## config.mk

```make
export PLATFORM = sky130hd
export DESIGN_NAME = cpu_fetch_unit
export DESIGN_NICKNAME = d
export VERILOG_FILES = /design/src/rtl/cpu_fetch_unit.sv
export SDC_FILE = /design/constraint.sdc
export NUM_CORES = 1
export LEC_CHECK = 0
export BUFFER_PORTS_ARGS = -buffer_cell sky130_fd_sc_hd__buf_2
export CAP_MARGIN = 20
export CORE_MARGIN = 8
export CORE_UTILIZATION = 58
export DETAILED_ROUTE_END_ITERATION = 8
export PLACE_DENSITY = 0.79
export SYNTH_ARGS = -nofsm -noshare
export SYNTH_HDL_FRONTEND = slang
export SYNTH_SLANG_ARGS = --single-unit
```

## constraint.sdc

```tcl
create_clock -name clk -period 4.5 [get_ports clk]
set_input_delay 0.9 -clock clk [delete_from_list [all_inputs] [get_ports clk]]
set_output_delay 0.9 -clock clk [all_outputs]
set_load 0.02 [all_outputs]
```

## src/rtl/cpu_fetch_unit.sv

```systemverilog
// rtl/cpu_fetch_unit.sv - PC owner and prefetch buffer between instruction memory and decode
// Optional CPU_FETCH_PERF_EN adds perf_fetched / perf_dropped counters.

module cpu_fetch_unit #(
  parameter int          FIFO_DEPTH = 4,
  parameter int          IMEM_AW    = 8,
  parameter logic [31:0] RESET_VEC  = 32'h8000_0000,
  parameter logic [31:0] IRQ_VEC    = 32'h8000_0004,
  parameter logic [31:0] EXC_VEC    = 32'h8000_0008
) (
  input  logic             clk,
  input  logic             reset,
  output logic             imem_req,
  output logic [IMEM_AW:0] imem_addr,
  input  logic [31:0]      imem_rdata,
  input  logic             redir_valid,
  input  logic             redir_is_jr,
  input  logic [31:0]      redir_target,
  input  logic             irq,
  input  logic             exc,
  output logic             inst_valid,
  input  logic             inst_ready,
  output logic [31:0]      inst_data,
  output logic [31:0]      inst_pc,
  output logic [31:0]      inst_pc_plus4,
  output logic             trap_taken,
  output logic [31:0]      epc
`ifdef CPU_FETCH_PERF_EN
  ,
  output logic [31:0]      perf_fetched,
  output logic [31:0]      perf_dropped
`endif
);

  localparam int PW = $clog2(FIFO_DEPTH);
  localparam int CW = PW + 1;

  logic [31:0]   pc, pc_next;
  logic          epoch;
  logic          inflight, inflight_epoch;
  logic [31:0]   inflight_pc;
  logic [31:0]   fifo_data [FIFO_DEPTH];
  logic [31:0]   fifo_pc   [FIFO_DEPTH];
  logic [PW-1:0] rd_ptr, wr_ptr;
  logic [CW-1:0] count, count_next;
  logic [CW:0]   occupancy;
  logic [31:0]   redir_pc, epc_next;
  logic          kmode, pop, push, flush, req, tag_match;
  logic          take_exc, take_irq;

  // ---------------- next-state logic ----------------
  always_comb begin
    kmode     = pc[31];
    pop       = (count != '0) && inst_ready;
    take_exc  = exc;
    take_irq  = irq && !kmode && !exc;
    flush     = take_exc || take_irq || redir_valid;
    tag_match = inflight && (inflight_epoch == epoch);
    // A response landing in a flush cycle belongs to the old path.
    push      = tag_match && !flush;
    occupancy = (CW+1)'(count) + (CW+1)'(inflight) - (CW+1)'(pop);
    req       = (occupancy < (CW+1)'(FIFO_DEPTH)) && !flush;

    // Only jr may drop to user mode; nothing but a trap re-enters kernel.
    redir_pc  = {(redir_is_jr ? (kmode & redir_target[31]) : kmode), redir_target[30:0]};

    pc_next = pc;
    if (take_exc)
      pc_next = EXC_VEC;
    else if (take_irq)
      pc_next = IRQ_VEC;
    else if (redir_valid)
      pc_next = redir_pc;
    else if (req)
      pc_next = {pc[31], pc[30:0] + 31'd4};

    count_next = count + CW'(push) - CW'(pop);
    if (flush)
      count_next = '0;
  end

  always_comb begin
    epc_next = epc;
    if (take_exc)
      epc_next = inst_pc_plus4;
    else if (take_irq) begin
      if (redir_valid)
        epc_next = redir_pc;
      else if (inst_valid && !pop)
        epc_next = inst_pc;
      else if (pop)
        epc_next = inst_pc_plus4;
      else
        epc_next = pc;
    end
  end

  // ---------------- state registers ----------------
  always_ff @(posedge clk or posedge reset) begin
    if (reset) begin
      pc             <= RESET_VEC;
      epoch          <= 1'b0;
      inflight       <= 1'b0;
      inflight_epoch <= 1'b0;
      inflight_pc    <= '0;
      rd_ptr         <= '0;
      wr_ptr         <= '0;
      count          <= '0;
      epc            <= '0;
    end else begin
      pc             <= pc_next;
      epoch          <= flush ? ~epoch : epoch;
      inflight       <= req;
      inflight_epoch <= epoch;
      if (req)
        inflight_pc <= pc;
      count <= count_next;
      epc   <= epc_next;
      if (flush) begin
        rd_ptr <= '0;
        wr_ptr <= '0;
      end else begin
        if (push)
          wr_ptr <= wr_ptr + PW'(1);
        if (pop)
          rd_ptr <= rd_ptr + PW'(1);
      end
    end
  end

  always_ff @(posedge clk) begin
    if (push) begin
      fifo_data[wr_ptr] <= imem_rdata;
      fifo_pc[wr_ptr]   <= inflight_pc;
    end
  end

`ifdef CPU_FETCH_PERF_EN
  logic          drop_resp;
  logic [CW-1:0] cleared;

  always_comb begin
    drop_resp = inflight && (!tag_match || flush);
    cleared   = flush ? (count - CW'(pop)) : '0;
  end

  always_ff @(posedge clk or posedge reset) begin
    if (reset) begin
      perf_fetched <= '0;
      perf_dropped <= '0;
    end else begin
      perf_fetched <= perf_fetched + 32'(push);
      perf_dropped <= perf_dropped + 32'(drop_resp) + 32'(cleared);
    end
  end
`endif

  // ---------------- outputs ----------------
  always_comb begin
    imem_req      = req && !reset;
    imem_addr     = {pc[31], pc[IMEM_AW+1:2]};
    inst_valid    = (count != '0);
    inst_data     = inst_valid ? fifo_data[rd_ptr] : '0;
    inst_pc       = inst_valid ? fifo_pc[rd_ptr] : '0;
    inst_pc_plus4 = {inst_pc[31], inst_pc[30:0] + 31'd4};
    trap_taken    = (take_exc || take_irq) && !reset;
  end

endmodule

```

==> impl_metrics.toml <==
[outcome]
status = "complete, no violations"

[placement]
hpwl_mm = 31.28
dp.cells = 1807
postPlaceCellArea_um2 = 18490
finalWeightedCongestion = 0.9321
io_buffers = 210

[logic_synthesis]
synth_compound_gate_area_share_pct = 7.535
avgSynthCellArea_um2 = 13.58
synth_top_area_share_pct = 44.99
synth_ff_type = "edfxtp_1"
synth-seq-cells = 362
post_synth_inst_count = 1258
synthAdderAreaFrac_pct = 0.9227
synth_top_family_by_area = "simple AND/OR/NAND/NOR gates"
async_reset_ff_share_pct = 29.28
syn_area_um2 = 17090
synthMuxAreaShare_pct = 11.75
synth_commonest_cells = "edfxtp_1 (256), nand2_1 (111), dfrtp_1 (105)"
synth_top_area_cell = "edfxtp_1"
synthXorXnorAreaFrac_pct = 3.383
yosysWarnings = 0
ys_types = 83
yosys.area_share.simple_pct = 12.47
netlist_top_cells_area = "edfxtp_1 (45%), dfrtp_1 (15%), mux4_2 (8.8%), and2_1 (2.5%), nand2_1 (2.4%)"
synth_nets = 1341
synth_edf_count = 256
seq_area_frac_synth_pct = 60.52
synth.most_common_cell = "edfxtp_1"

[setup_path]
critical_path.max_stage_delay_ns = 0.64
cp-startpoint = "rd_ptr[1]"
startpoint_type = "flip-flop"
worstReg2RegEnd = "pc[29]"
cp_top_family = "simple AND/OR/NAND/NOR gates"
path_cells = "buf_4 > nand2b_1 > or3_1 > a311oi_4 > nor3b_1 > xnor2_1 > buf_2"
crit_slowest_cell = "dfrtp_4"
critPathKind = "flip-flop to output port"
cp_data_required_time_ns = 3.60
cp_max_fo = 26
reg2reg_from = "count[2]"
end_kind = "output port"
cp.depth = 7
crit_path_end = "inst_pc_plus4[17]"
reg2reg_slack_ns = 0.91
rr_worst_depth = 14
cp.arrival_ns = 3.47
critPathBufInv = 2

[sta]
fin_tns_setup_ns = 0
relSlewSlack_pct = 42.87
maxSlewViolCount = 0
post-route-period-util_pct = 97.21
clock_skew_ns = 0.02219
rsz0062_at_grt = "false"
max_freq_mhz = 228.6
period_needed_ns = 4.374
hold_violations = 0
setup_violations = 0
tightest_slew_ns = 0.8561

[cells_and_area]
nNetsFinal = 1545
finish.utilization_pct = 67.68
antenna_cells = 0
final_cells = 1882
area_growth_pct = 16.15
design_area_um2 = 19850
layout-drive-gt1-share_pct = 29.29

[floorplan]
io_pins = 211
row_count = 63
core_um2 = 29320
initial_utilization_pct = 58.27
die_area_um2 = 35210
chipHeight_um = 187.6
die_w_um = 187.6

[pwr]
leakage_nw = 7.807
ir_drop_mv = 0.2834
power_density_nw_per_um2 = 392.4
power_mw = 7.788

[clock_network]
cts_buffer_depth = 3
cts.htree.levels = 2
cts-root-buf = "clkbuf_16"
clk_pin_slew_ns = 0.06
cts_tree = "yes"
cts_sinks = 362
numCtsBuffers = 39
clk-insertion-delay-late_ns = 0.53

[routing]
remaining_drc_errors = 0
via_per_inst = 6.352
drtIter0Drc = 1104
wl_per_cell_um = 24.55
finalWirelength_mm = 46.20
ant_nets = 0
vias = 11950
first_pass_iters = 7

[grt]
antenna_found_initial = 3
grt_usage_pct = 25.90
grt_first_pass_wirelength_mm = 71.48
grt-ovfl-total = 0
grt_pass1_vias = 12100
grt_max_degree = 69

[flow_run]
maxCapViolations = 0

[min_path]
hold_class = "input port to async pin"
registers in the layout, summed over array words and instances (netlist names), 2 cells and up:
name         cells
fifo_pc        128
pc              32
wr_ptr           2
rd_ptr           2
count            3
epc             32
fifo_data      128
inflight_pc     32
area by class of cell:
cell class / count / area, um^2
Clock buffer: 44 / 1016
Clock inverter: 27 / 306.5
Fill cell: 2133 / 9478
Inverter: 35 / 133.9
Multi-Input combinational cell: 775 / 6192
Sequential cell: 362 / 10350
Tap cell: 390 / 488.0
Timing Repair Buffer: 249 / 1360
worst min-delay path by stage:
stage | cells after the start | start | to
final | 2 | reset | epc[31]
after global routing | 2 | reset | epc[31]
after CTS | 2 | reset | epc[31]
after detailed placement | 0 | epoch | inflight_epoch
after global placement | 0 | epoch | inflight_epoch
after floorplan | 0 | epoch | inflight_epoch
kinds of logic after synthesis:
group                    Yosys count
XOR/XNOR                          66
flip-flops                       362
multiplexers                     111
buffers and inverters            121
AND/OR/NAND/NOR                  407
adder cells (fa/ha/maj)           12
AO/OA/AOI/OAI                    179
through the flow:
step	hold WS [ns]	worst slack [ns]
floorplan	0.4100	0.04041
global placement	0.4229	0.6873
detailed placement	0.4389	0.6022
CTS	0.4066	0.05108
global route	0.4351	0.02044
finish	0.3844	0.1256
cells in the final DEF, fill, tap and decap left out, types with 25 or more instances in the layout:
| cell type | synthesis | layout |
|---|---|---|
| edfxtp_1 | 256 | 256 |
| buf_2 | 11 | 210 |
| nand2_1 | 111 | 111 |
| dfrtp_1 | 105 | 103 |
| nor2_1 | 70 | 69 |
| mux4_2 | 67 | 67 |
| and2_1 | 67 | 63 |
| nand3_1 | 45 | 45 |
| o21ai_0 | 41 | 41 |
| xnor2_1 | 41 | 41 |
| clkbuf_16 | 0 | 40 |
| buf_4 | 19 | 37 |
| mux2_2 | 32 | 32 |
| a21oi_1 | 31 | 31 |
| inv_1 | 33 | 31 |
| xor2_1 | 25 | 25 |
metal layers:
layer  vias up  share of wire, %  GRT usage, %
li1       5153                 -             -
met4         6               4.7         12.15
met5         -             0.065             0
met1      5897                38         33.56
met3       148                10         6.315
met2       750                46         40.91
power by group:
part	switching, mW	internal [mW]	leakage, nW	total (mW)
Clock	1.30	1.98	0.638	3.28
Sequential	0.136	3.75	3.71	3.89
Combinational	0.388	0.235	3.46	0.624
Total	1.82	5.97	7.81	7.79
repair_timing:
action                                  CTS  global route
endpoints found under the setup margin    0             8
buffers inserted                          0             4
hold buffers                              0             0
gates resized for setup                   0             1
Note: power is estimated with default switching activity, not from simulation.
